### config.mk
export PLATFORM = sky130hd
export DESIGN_NAME = kd_tree_center_loader
export DESIGN_NICKNAME = d
export VERILOG_FILES = /design/src/rtl/kd_tree_pkg.sv /design/src/rtl/kd_tree_timeout_timer.sv /design/src/rtl/kd_tree_center_loader.sv
export SDC_FILE = /design/constraint.sdc
export NUM_CORES = 1
export LEC_CHECK = 0
export ABC_AREA = 1
export CORE_ASPECT_RATIO = 0.8
export CORE_MARGIN = 3
export CORE_UTILIZATION = 47
export DETAILED_ROUTE_END_ITERATION = 8
export GPL_ROUTABILITY_DRIVEN = 1
export MAX_ROUTING_LAYER = met4
export PLACE_DENSITY = 0.8
export SYNTH_ARGS = -nofsm -noshare
export SYNTH_HDL_FRONTEND = slang
export SYNTH_HIERARCHICAL = 1
export SYNTH_SLANG_ARGS = --single-unit
### constraint.sdc
create_clock -name clk -period 2.4 [get_ports clk]
set_input_delay 0.6 -clock clk [delete_from_list [all_inputs] [get_ports clk]]
set_output_delay 0.6 -clock clk [all_outputs]
set_load 0.03 [all_outputs]
### src/rtl/kd_tree_pkg.sv
// Shared definitions for the kd-tree node command interface and the root center loader.
package kd_tree_pkg;

    localparam int unsigned COMMAND_SIZE = 5;
    localparam int unsigned DATA_SIZE    = 24;

    localparam logic [COMMAND_SIZE-1:0] CmdNop            = 5'b00000;
    localparam logic [COMMAND_SIZE-1:0] CmdRst            = 5'b11111;
    localparam logic [COMMAND_SIZE-1:0] CmdRstDone        = 5'b11110;
    localparam logic [COMMAND_SIZE-1:0] CmdCenterFill     = 5'b00001;
    localparam logic [COMMAND_SIZE-1:0] CmdCenterFillDone = 5'b00101;
    localparam logic [COMMAND_SIZE-1:0] CmdBusy           = 5'b01000;
    // Part of the node command set; the loader never issues or expects it.
    localparam logic [COMMAND_SIZE-1:0] CmdDne            = 5'b00010;

    typedef enum logic [2:0] {
        StIdle,
        StRstIssue,
        StFill,
        StWaitFill,
        StDone,
        StError
    } loader_state_e;

endpackage

### src/rtl/kd_tree_timeout_timer.sv
// Cycle counter that flags expiry on the TIMEOUT_CYCLES-th enabled cycle after a clear.
module kd_tree_timeout_timer #(
    parameter int unsigned TIMEOUT_CYCLES = 1024,
    localparam int unsigned TW = (TIMEOUT_CYCLES > 0) ? $clog2(TIMEOUT_CYCLES + 1) : 1
) (
    input  logic clk,
    input  logic reset,
    input  logic clear,
    input  logic enable,
    output logic expired
);

    localparam logic [TW-1:0] LastCount = TW'((TIMEOUT_CYCLES > 0) ? TIMEOUT_CYCLES - 1 : 0);

    logic [TW-1:0] count_q, count_d;

    // A zero timeout never expires.
    assign expired = (TIMEOUT_CYCLES != 0) && enable && (count_q == LastCount);

    always_comb begin
        count_d = count_q;
        if (clear) begin
            count_d = '0;
        end else if (enable && !expired) begin
            count_d = count_q + 1'b1;
        end
    end

    always_ff @(posedge clk or posedge reset) begin
        if (reset) begin
            count_q <= '0;
        end else begin
            count_q <= count_d;
        end
    end

endmodule

### src/rtl/kd_tree_center_loader.sv
// Sequences the kd-tree root through reset, a NUM_CENTERS center fill from a valid/ready
// source, and the fill-done handshake; reports done, or error if the root stops answering.
module kd_tree_center_loader
    import kd_tree_pkg::*;
#(
    parameter int unsigned NUM_CENTERS    = 10,
    parameter int unsigned TIMEOUT_CYCLES = 1024,
    localparam int unsigned CntW = $clog2(NUM_CENTERS + 1)
) (
    input  logic                    clk,
    input  logic                    reset,
    input  logic                    start,
    input  logic                    center_valid,
    input  logic [DATA_SIZE-1:0]    center_data,
    output logic                    center_ready,
    input  logic [COMMAND_SIZE-1:0] command_from_root,
    output logic [COMMAND_SIZE-1:0] command_to_root,
    output logic [DATA_SIZE-1:0]    data_to_root,
    output logic                    busy,
    output logic                    done,
    output logic                    error,
    output logic [CntW-1:0]         centers_sent
);

    loader_state_e           state_q, state_d;
    logic [COMMAND_SIZE-1:0] cmd_q, cmd_d;
    logic [DATA_SIZE-1:0]    data_q, data_d;
    logic [CntW-1:0]         sent_q, sent_d;
    logic                    handshake;
    logic                    timer_en, timer_clear, timer_expired;

    assign center_ready = (state_q == StFill) && (command_from_root != CmdBusy)
                          && (sent_q < CntW'(NUM_CENTERS));
    assign handshake    = center_valid && center_ready;

    // Timer restarts on every state change and only runs while waiting on the root.
    assign timer_en    = (state_q == StRstIssue) || (state_q == StWaitFill);
    assign timer_clear = (state_d != state_q) || !timer_en;

    kd_tree_timeout_timer #(
        .TIMEOUT_CYCLES(TIMEOUT_CYCLES)
    ) u_timer (
        .clk    (clk),
        .reset  (reset),
        .clear  (timer_clear),
        .enable (timer_en),
        .expired(timer_expired)
    );

    always_comb begin
        state_d = state_q;
        sent_d  = sent_q;
        unique case (state_q)
            StIdle, StDone, StError: begin
                if (start) begin
                    state_d = StRstIssue;
                    sent_d  = '0;
                end
            end
            // A response on the expiry cycle takes priority over the timeout.
            StRstIssue: begin
                if (command_from_root == CmdRstDone) begin
                    state_d = StFill;
                end else if (timer_expired) begin
                    state_d = StError;
                end
            end
            StFill: begin
                if (handshake) begin
                    sent_d = sent_q + 1'b1;
                    if (sent_q == CntW'(NUM_CENTERS - 1)) begin
                        state_d = StWaitFill;
                    end
                end
            end
            StWaitFill: begin
                if (command_from_root == CmdCenterFillDone) begin
                    state_d = StDone;
                end else if (timer_expired) begin
                    state_d = StError;
                end
            end
            default: state_d = StIdle;
        endcase
    end

    // Output stage is registered: commands reflect the state being entered.
    always_comb begin
        cmd_d  = (state_d == StRstIssue) ? CmdRst : CmdNop;
        data_d = data_q;
        if (handshake) begin
            cmd_d  = CmdCenterFill;
            data_d = center_data;
        end
    end

    always_ff @(posedge clk or posedge reset) begin
        if (reset) begin
            state_q <= StIdle;
            cmd_q   <= CmdNop;
            data_q  <= '0;
            sent_q  <= '0;
        end else begin
            state_q <= state_d;
            cmd_q   <= cmd_d;
            data_q  <= data_d;
            sent_q  <= sent_d;
        end
    end

    assign command_to_root = cmd_q;
    assign data_to_root    = data_q;
    assign centers_sent    = sent_q;
    assign busy  = (state_q == StRstIssue) || (state_q == StFill) || (state_q == StWaitFill);
    assign done  = (state_q == StDone);
    assign error = (state_q == StError);

endmodule

## Yosys cells after proc, flatten, opt, wreduce, memory -nomap -nowiden

Index checks and enable logic that the tools add are counted.
Widths: inputs -> output; s select.

| storage, ports and cells | value |
|---|---|
| output and inout bits | 37 |
| input bits | 33 |
| word-level logic and storage cells | 52 |
| register bits after elaboration | 47 |

| operators by class | value |
|---|---|
| reduce and logical (&&, ||, !) cells | 16 |
| multiplexer cells | 14 |
| equal/unequal tests | 14 |
| order comparisons | 1 |
| add/sub/neg operators | 2 |

Operators with widths:

| kind | number |
|---|---|
| $mux 11 | 2 |
| $mux 3 | 6 |
| $pmux 3 s4 | 1 |
| $add 11x1->11 const B | 1 |
| $eq 11x10->1 const B | 1 |
| $mux 5 | 2 |
| $mux 4 | 2 |
| $pmux 4 s2 | 1 |
| $eq 3x1->1 const B | 2 |
| $eq 3x2->1 const B | 2 |
| $eq 3x3->1 const B | 2 |
| $eq 5x3->1 const B | 1 |
| $eq 5x5->1 const B | 1 |
| $logic_and 1x1->1 | 5 |
| $ne 5x4->1 const B | 1 |
| $add 4x1->4 const B | 1 |
| $eq 4x4->1 const B | 1 |
| $logic_or 1x1->1 | 4 |
| $lt 4x4->1 const B | 1 |
| $ne 2x2->1 const B | 2 |
| $reduce_bool 2->1 | 2 |
| $logic_not 3->1 | 1 |
| $ne 3x3->1 | 1 |
| $reduce_and 3->1 | 1 |
| 2 further kinds | 3 |

## Depth between registers and ports, before layout

Gate-level depths: netlist (run 1).

| depth | value |
|---|---|
| word-level depth | 9 |
| depth in mapped cells | 16 |
| mapped depth without buffers | 16 |

## Hierarchy

The synthesis (run 1) kept the hierarchy.

Modules (own cells, without submodules):

| module | area each (um^2) | seq. area each (um^2) | instances | cells each |
|---|---|---|---|---|
| kd_tree_center_loader | 1,624.1 | 825.8 | 1 | 199 |
| kd_tree_timeout_timer | 684.4 | 275.3 | 1 | 93 |

## Worst setup path before layout (run 1)

Ideal clock, no wire load.

| path | value |
|---|---|
| path kind | flip-flop to flip-flop |
| from | register u_timer.count_q[0] |
| to | register u_timer.count_q[5] |
| arrival | 1,986 ps |
| setup time | 117 ps |
| period minus slack after synthesis | 2,104 ps |
| path buffers | 0 |
| stages on the path, launching flop included | 17 |
| data required time | 2,283 ps |
| path slack | 296 ps |
| path through | dfrtp_1 ha_1 nand2_2 nor2_8 nand3_4 nor2_1 inv_1 nor3_1 nand2_1 nand3_1 nor2_1 nand2_1 inv_2 nand2_4 clkinv_4 nand2_1 nand2_1 |

| between the ends | value |
|---|---|
| word-level cells in the longest chain between the ends | 8 |
| elaborated cells on any way between the ends | 14 |
| those cells by class | 1 x add/sub; 2 x eq/ne; 6 x mux; 5 x reduce/logical |

RTL lines:

| item | RTL line | RTL |
|---|---|---|
| start: declaration | kd_tree_timeout_timer.sv:15 | `logic [TW-1:0] count_q, count_d;` |
| start signal: assignment | kd_tree_timeout_timer.sv:33 | `count_q <= count_d;` |
| $eq 11x10->1 (*) | kd_tree_timeout_timer.sv:18 | `assign expired = (TIMEOUT_CYCLES != 0) && enable && (count_q == LastCount);` |
| $logic_and 1x1->1 (*) | kd_tree_timeout_timer.sv:18 |  |
| via timer_expired | kd_tree_center_loader.sv:30 | `logic timer_en, timer_clear, timer_expired;` |
| $mux 3 (*) | kd_tree_center_loader.sv:64, kd_tree_center_loader.sv:79 |  |
| $mux 3, on equally long branches | kd_tree_center_loader.sv:77, kd_tree_center_loader.sv:62 |  |
| $pmux 3 s4 (*) | kd_tree_center_loader.sv:53 | `unique case (state_q)` |
| via state_d[2] | kd_tree_center_loader.sv:25 | `loader_state_e state_q, state_d;` |
| $ne 3x3->1 (*) | kd_tree_center_loader.sv:38 | `assign timer_clear = (state_d != state_q) \|\| !timer_en;` |
| $logic_or 1x1->1 (*) | kd_tree_center_loader.sv:38 |  |
| via timer_clear | kd_tree_center_loader.sv:30 |  |
| $mux 11 or $reduce_bool 2->1 (tied branches) | -- |  |

The timed path passes the listed nets; every way through them passes the cells marked *. The select of a mux whose other input is x is not followed.
A chain may end at the register's enable or synchronous reset.

## Worst setup path in the final report (run 1)

| path | value |
|---|---|
| from | input port command_from_root[0] |
| to | output port center_ready |

| between the ends | value |
|---|---|
| word-level cells in the longest chain between the ends | 3 |

RTL lines:

| item | RTL line | RTL |
|---|---|---|
| start: declaration | kd_tree_center_loader.sv:16 | `input logic [COMMAND_SIZE-1:0] command_from_root,` |
| $ne 5x4->1 | kd_tree_center_loader.sv:32 | `assign center_ready = (state_q == StFill) && (command_from_root != CmdBusy)` |
| $logic_and 1x1->1 | kd_tree_center_loader.sv:32 |  |
| $logic_and 1x1->1 | kd_tree_center_loader.sv:33 | `&& (sent_q < CntW'(NUM_CENTERS));` |
| end: declaration | kd_tree_center_loader.sv:15 | `output logic center_ready,` |

No other way between the ends.

==> reports/qor.csv, run 1 <==
stage,metric,value,unit
grt,grt_antenna_before_repair,0,
sta,finalSetupViolations,0,
detailed_routing,dr.pass1.iters,4,
cts,cts_buffer_depth,2,
cts,clk_pin_slew,80,ps
grt,grt-ovfl-total,0,
sta,final.setup.tns,0,ps
worst_setup_path,critical_path.max_fanout,3,
sta,slew_headroom,0.685,
worst_setup_path,required,1800,ps
worst_setup_path,start_kind,input pin,
worst_setup_path,reg2reg_from,u_timer/count_q[0],
floorplan,die_area,0.00579,mm2
worst_setup_path,path_cells,clkdlybuf4s50_1 > inv_1 > nand2_1 > nor2_1 > nand2_2 > and2_1 > buf_4,
floorplan,pin_count,70,
detailed_routing,drtIter0Drc,106,
place,portBuffers,69,
grt,grt_max_degree,50,
yosys,synth_top_family_by_area,simple AND/OR/NAND/NOR gates,
floorplan,num_rows,22,
yosys,synth_top_area_frac,0.477,
worst_setup_path,slowest_delay,450,ps
worst_hold_path,min_from,data_to_root[16],
yosys,synth_edf_count,0,
detailed_routing,wirelength,5460,um
worst_setup_path,path_class,in2out,
yosys,synthTopCellsByCount,"nand2_1, inv_1, dfrtp_1, nor2_1, nand3_1",
finish,multi_input_area,961,um2
place,dp_hpwl,4010,um
finish,finalNetCount,406,
finish,drive_gt1_frac,0.108,
cts,clock-sinks,44,
yosys,syn_nets,328,
sta,layout_setup_ws,71.0,ps
detailed_routing,routedWlPerCell,12.7,um
cts,cts_tree,yes,
worst_setup_path,slowest_stage,clkdlybuf4s50_1,
yosys,yosysMostFrequentCell,nand2_1,
cts,cts_hold_buf,0,
grt,grt_pass1_wl,8760,um
yosys,synth_compound_area_frac,0.0862,
sta,timing.final.hold_violations,0,
worst_hold_path,whs_path_depth,2,
finish,syn_to_final_growth,40.5,%
sta,final.setup_skew,6.09,ps
yosys,synth.area.top_cells,"dfrtp_1, nand2_1, inv_1",
finish,fill_cells,384,
yosys,netlist_area,0.00231,mm2
place,gp_congestion,0.832,
run_status,status,finished clean,
finish,seq_area,0.00110,mm2
yosys,synth-seq-cells,44,
worst_setup_path,rrSetupSlack,190,ps
yosys,synth_top_cell_by_area,dfrtp_1,
cts,clk_latency,290,ps
floorplan,start_util,0.496,
yosys,synth_warnings,6,
floorplan,die_w,84.4,um
worst_setup_path,arrival,1730,ps
floorplan,fp.coreArea,0.00465,mm2
place,post-place-ws,37.7,ps
finish,diodes,0,
pwr,power_leakage,1.68,nW
yosys,synth-xor-area-share,0.0114,
yosys,synth-adder-area-share,0.0163,
sta,hold_slack,485,ps
sta,clock.fmax,0.429,GHz
yosys,ys_types,29,
worst_setup_path,r2r_end,u_timer/count_q[5],
sta,finalCritPeriodShare,0.970,
cts,cts_root_buf,clkbuf_8,
detailed_routing,route.detailed.drc,0,
detailed_routing,postRouteAntennaNets,0,
finish,stdcell_area,0.00324,mm2
yosys,yosys.area_share.simple,0.300,
worst_hold_path,hold_end,data_to_root[16],
grt,grt.total_usage,0.197,
sta,tightest_slew,471,ps
sta,final_max_slew_viol_count,0,
grt,grt_pass1_vias,1888,
yosys,ys_seq_area_frac,0.477,
cts,cts_buffers,5,
floorplan,die_y,68.7,um
cts,cts_max_level,2,
pwr,power_density,1150,mW/mm2
yosys,synth_cells,292,
worst_setup_path,worstRegToRegCells,16,
yosys,synth-main-ff-cell,dfrtp_1,
yosys,synth.avg_cell_area,7.91,um2
yosys,async_flop_share,1.00,
worst_hold_path,worstHoldPathType,reg2reg,
job,maxCapViolations,0,
sta,fin_crit,2330,ps
detailed_routing,via_count,2090,
detailed_routing,via_per_inst,4.85,
pwr,ir_drop,0.668,mV
place,placed_area,0.00306,mm2
worst_setup_path,end_kind,output pin,
yosys,synth_mux_area_frac,0,
-- timing repair --
item / 4_1_cts / 5_1_grt
pin swaps: 0 / 2
gates resized for setup: 2 / 3
setup endpoints to repair: 2 / 9
buffers inserted: 0 / 5
-- cell usage in the layout, fill, tap and decap left out, types with 2 or more instances in the layout --
master           instances
and2_1                   2
clkdlybuf4s50_1         65
o21ai_0                 15
nor3_1                   2
nand4_1                  3
nand2_1                 82
dlygate4sd2_1            2
o21ai_2                  5
nand3_1                 23
buf_4                    9
ha_1                     3
dfrtp_1                 44
buf_12                   2
nor2_1                  27
o21ai_1                  6
inv_1                   48
clkbuf_8                 7
nand3_4                  3
xor2_1                   2
nand2_2                  5
a21oi_1                  5
-- layer usage --
metal,vias up,GRT usage,routed length (um)
met2,72,0.328,2570
met5,-,-,0
met1,956,0.244,2490
met4,0,0.0494,72
met3,8,0.0534,335
li1,1054,-,-
-- flip-flops by register name (all words and copies together) (netlist names) --
register / flops
centers_sent: 4
command_to_root: 2
data_to_root: 24
state_q: 3
u_timer/count_q: 11
-- critical path, delay by kind of cell --
| family | cells | cell delay, ps |
|---|---|---|
| and+or+nand+nor | 4 | 450 |
| buffers and inverters | 3 | 690 |
-- cell type report --
| class | count | share of cell area |
|---|---|---|
| clock inverters | 1 | 0.00926 |
| repair buffers | 79 | 0.243 |
| flip-flops and latches | 44 | 0.339 |
| inverters | 50 | 0.0594 |
| multi-input cells | 190 | 0.296 |
| well taps | 60 | 0.0231 |
| clock buffers | 7 | 0.0297 |
-- power breakdown --
group	total, mW	switching (mW)	leakage (nW)	internal (mW)
Sequential	1.18	0.174	0.568	1.01
Combinational	1.94	1.16	1.05	0.778
Clock	0.604	0.237	0.0645	0.367
Total	3.73	1.57	1.68	2.15
-- metrics by stage --
step           power, mW  instances  utilization
2_1_floorplan       2.34        292            -
3_3_place_gp        3.04        418        0.658
3_5_place_dp        3.10        418        0.658
4_1_cts             3.70        426        0.685
5_1_grt             3.96        431        0.697
6_report            3.73        431        0.697
-- how the worst max path moves through the flow --
stage / start / to / slack [ps] / depth (start not counted)
finish: command_from_root[0] / center_ready / 70 / 7
global route: command_from_root[0] / center_ready / -2 / 7
CTS: state_q[1] / done / 9 / 4
detailed placement: command_from_root[0] / center_ready / 40 / 7
global placement: command_from_root[0] / center_ready / 80 / 7
floorplan: u_timer/count_q[0] / u_timer/count_q[5] / 300 / 16
-- cells by family after synthesis --
family,after synthesis
simple gates,151
buf+inv,58
flops,44
compound gates,33
xor+xnor,3
fa+ha+maj,3
Note: power is estimated with default switching activity, not from simulation.
==> inputs of run 2 (changes only) <==
--- a/config.mk
+++ b/config.mk
@@ -11,6 +11,7 @@
 export CORE_UTILIZATION = 47
 export DETAILED_ROUTE_END_ITERATION = 8
 export GPL_ROUTABILITY_DRIVEN = 1
+export GPL_TIMING_DRIVEN = 0
 export MAX_ROUTING_LAYER = met4
 export PLACE_DENSITY = 0.8
 export SYNTH_ARGS = -nofsm -noshare
==> run 2 against run 1 <==
Against the previous run: largest power group unchanged; clock skew up 0.99 ps; critical endpoint unchanged; sequential power about the same; cell count up 1.2%; fmax up 0.25%; core utilization up 0.35 points; combinational power up 3%; critical path type unchanged.
==> reports/qor.csv, run 2 (synthesis gave the netlist of run 1 again) <==
stage,metric,value,unit,change
cts,cts_root_buf,clkbuf_8,,
finish,utilization,0.701,,+0.00350
grt,grt_max_degree,34,,-32%
finish,final_cell_mix,"nand2_1, clkdlybuf4s50_1, inv_1, dfrtp_1, nor2_1",,
worst_setup_path,slowest_stage,clkdlybuf4s50_1,,
cts,clk_pin_slew,90,ps,about the same
cts,cts_tree,yes,,
cts,clk_latency,300,ps,about the same
floorplan,num_rows,22,,unchanged
job,maxCapViolations,0,,unchanged
worst_setup_path,slowest_delay,450,ps,about the same
finish,diodes,0,,unchanged
grt,grt-ovfl-total,0,,unchanged
grt,grt_pass1_wl,8470,um,-3.3%
worst_hold_path,worstHoldPathType,reg2reg,,
detailed_routing,wirelength,5320,um,-2.5%
pwr,power.total,3.67,mW,-1.5%
place,dp.cells,421,,+0.72%
sta,finalSetupViolations,0,,unchanged
worst_setup_path,crit_family,buffers and inverters,,
detailed_routing,route.detailed.drc,0,,unchanged
detailed_routing,via_count,2125,,+1.7%
sta,clock.fmax,0.430,GHz,+0.25%
finish,instances_no_fill,436,,+1.2%
worst_setup_path,path_buf_inv,3,,unchanged
sta,slew_headroom,0.544,,-0.142
pwr,power_leakage,1.66,nW,-0.99%
cts,clock-sinks,44,,unchanged
place,gp_congestion,0.809,,-2.8%
finish,largest_reg_flops,24,,unchanged
grt,grtUsageMet3,0.0475,,-0.00594
finish,final_common_cell,nand2_1,,
finish,multi_input_area,966,um2,+0.52%
cts,cts_buffer_depth,2,,unchanged
floorplan,die_y,68.7,um,unchanged
sta,fin_crit,2320,ps,-5.86 ps
worst_setup_path,arrival,1720,ps,about the same
pwr,power_density,1130,mW/mm2,-2.0%
run_status,status,finished clean,,
cts,cts_hold_buf,0,,unchanged
sta,final.setup.tns,0,ps,unchanged
detailed_routing,postRouteAntennaNets,0,,unchanged
worst_setup_path,required,1800,ps,about the same
finish,seq_area,0.00110,mm2,unchanged
cts,cts_max_level,2,,unchanged
floorplan,start_util,0.496,,unchanged
grt,grt.total_usage,0.192,,-0.00530
grt,top_usage_layer,met2,,
detailed_routing,via_per_inst,4.87,,+0.51%
floorplan,pin_count,70,,unchanged
grt,grt_antenna_before_repair,0,,unchanged
pwr,ir_drop,0.657,mV,-1.8%
sta,timing.final.hold_violations,0,,unchanged
worst_setup_path,path_class,in2out,,
sta,final_max_slew_viol_count,0,,unchanged
cts,cts_buffers,5,,unchanged
grt,met2_usage,0.272,,-0.0561
sta,tightest_slew,684,ps,+213 ps
worst_setup_path,critical_path.max_fanout,3,,unchanged
grt,grt_pass1_vias,1821,,-3.5%
detailed_routing,drtIter0Drc,118,,+11%
worst_setup_path,path_cells,clkdlybuf4s50_1 > inv_1 > nand2_1 > nor2_1 > nand2_2 > and2_1 > clkbuf_4,,
finish,drive_gt1_frac,0.125,,+0.0172
floorplan,die_area,0.00579,mm2,unchanged
floorplan,fp.coreArea,0.00465,mm2,unchanged
worst_setup_path,end_kind,output pin,,
worst_setup_path,start_kind,input pin,,
finish,syn_to_final_growth,41.2,%,
finish,finalNetCount,411,,+1.2%
finish,fill_cells,367,,-4.4%
detailed_routing,dr.pass1.iters,4,,unchanged
place,portBuffers,69,,unchanged
floorplan,die_w,84.4,um,unchanged
sta,final.setup_skew,7.08,ps,+0.989 ps
detailed_routing,routedWlPerCell,12.2,um,-3.7%
place,dp_hpwl,3900,um,-2.7%
sta,finalCritPeriodShare,0.968,,-0.00244
grt,grtUsageMet1,0.267,,+0.0235
## run 2: cell count changes in the layout (fill, tap and decap cells not counted), sizes merged
cell | before | now
buf | 11 | 13
clkbuf | 7 | 9
clkinvlp | 0 | 2
bufinv | 1 | 0
dlygate4sd2 | 2 | 3
dlymetal6s2s | 1 | 0
## run 2: cell type report
class	count	area share
timing repair buffer	76	0.236
sequential	44	0.338
clock inverter	2	0.00460
multi-input combinational	190	0.296
inverter	50	0.0591
tap	60	0.0230
buffer	8	0.0180
clock buffer	6	0.0253
## run 2: worst paths after layout
check	from	to	slack, ps	depth (start not counted)
worst max-delay path	command_from_root[0]	center_ready	80	7
worst min-delay path	data_to_root[15]	data_to_root[15]	490	2
worst max register to register	u_timer/count_q[0]	u_timer/count_q[1]	200	16
worst min register to register	data_to_root[15]	data_to_root[15]	490	2
max in group asynchronous	reset	centers_sent[3]	1120	3
min in group asynchronous	reset	u_timer/count_q[8]	660	2
## run 2: report_power, final
part	internal (mW)	switching (mW)	leakage [nW]
clock	0.233	0.265	0.0434
sequential	1.01	0.174	0.568
combinational	0.826	1.16	1.05
## run 2: worst min-delay path, cell delays in order, from the launching register on
cell,delay (ps)
dfrtp_1,350
nand2_1,60
o21ai_2,50
## run 2: what timing repair did
action / in CTS / in global routing
buffers inserted: 0 / 6
gates resized for setup: 10 / 4
endpoints found under the setup margin: 11 / 9
pin swaps: 0 / 3
## run 2: per-stage QoR
stage	cell area (um2)	worst slack, ps	hold slack, ps
after floorplan	2310	296	452
after global placement	3070	-411	464
after detailed placement	3070	-432	468
after CTS	3170	15.1	490
after global routing	3260	-12.4	505
final	3260	76.8	490
## run 2: metal layers
layer	wire [um]	vias up
met5	0	-
met4	81	0
met3	344	8
met2	2220	76
met1	2680	975
li1	-	1066
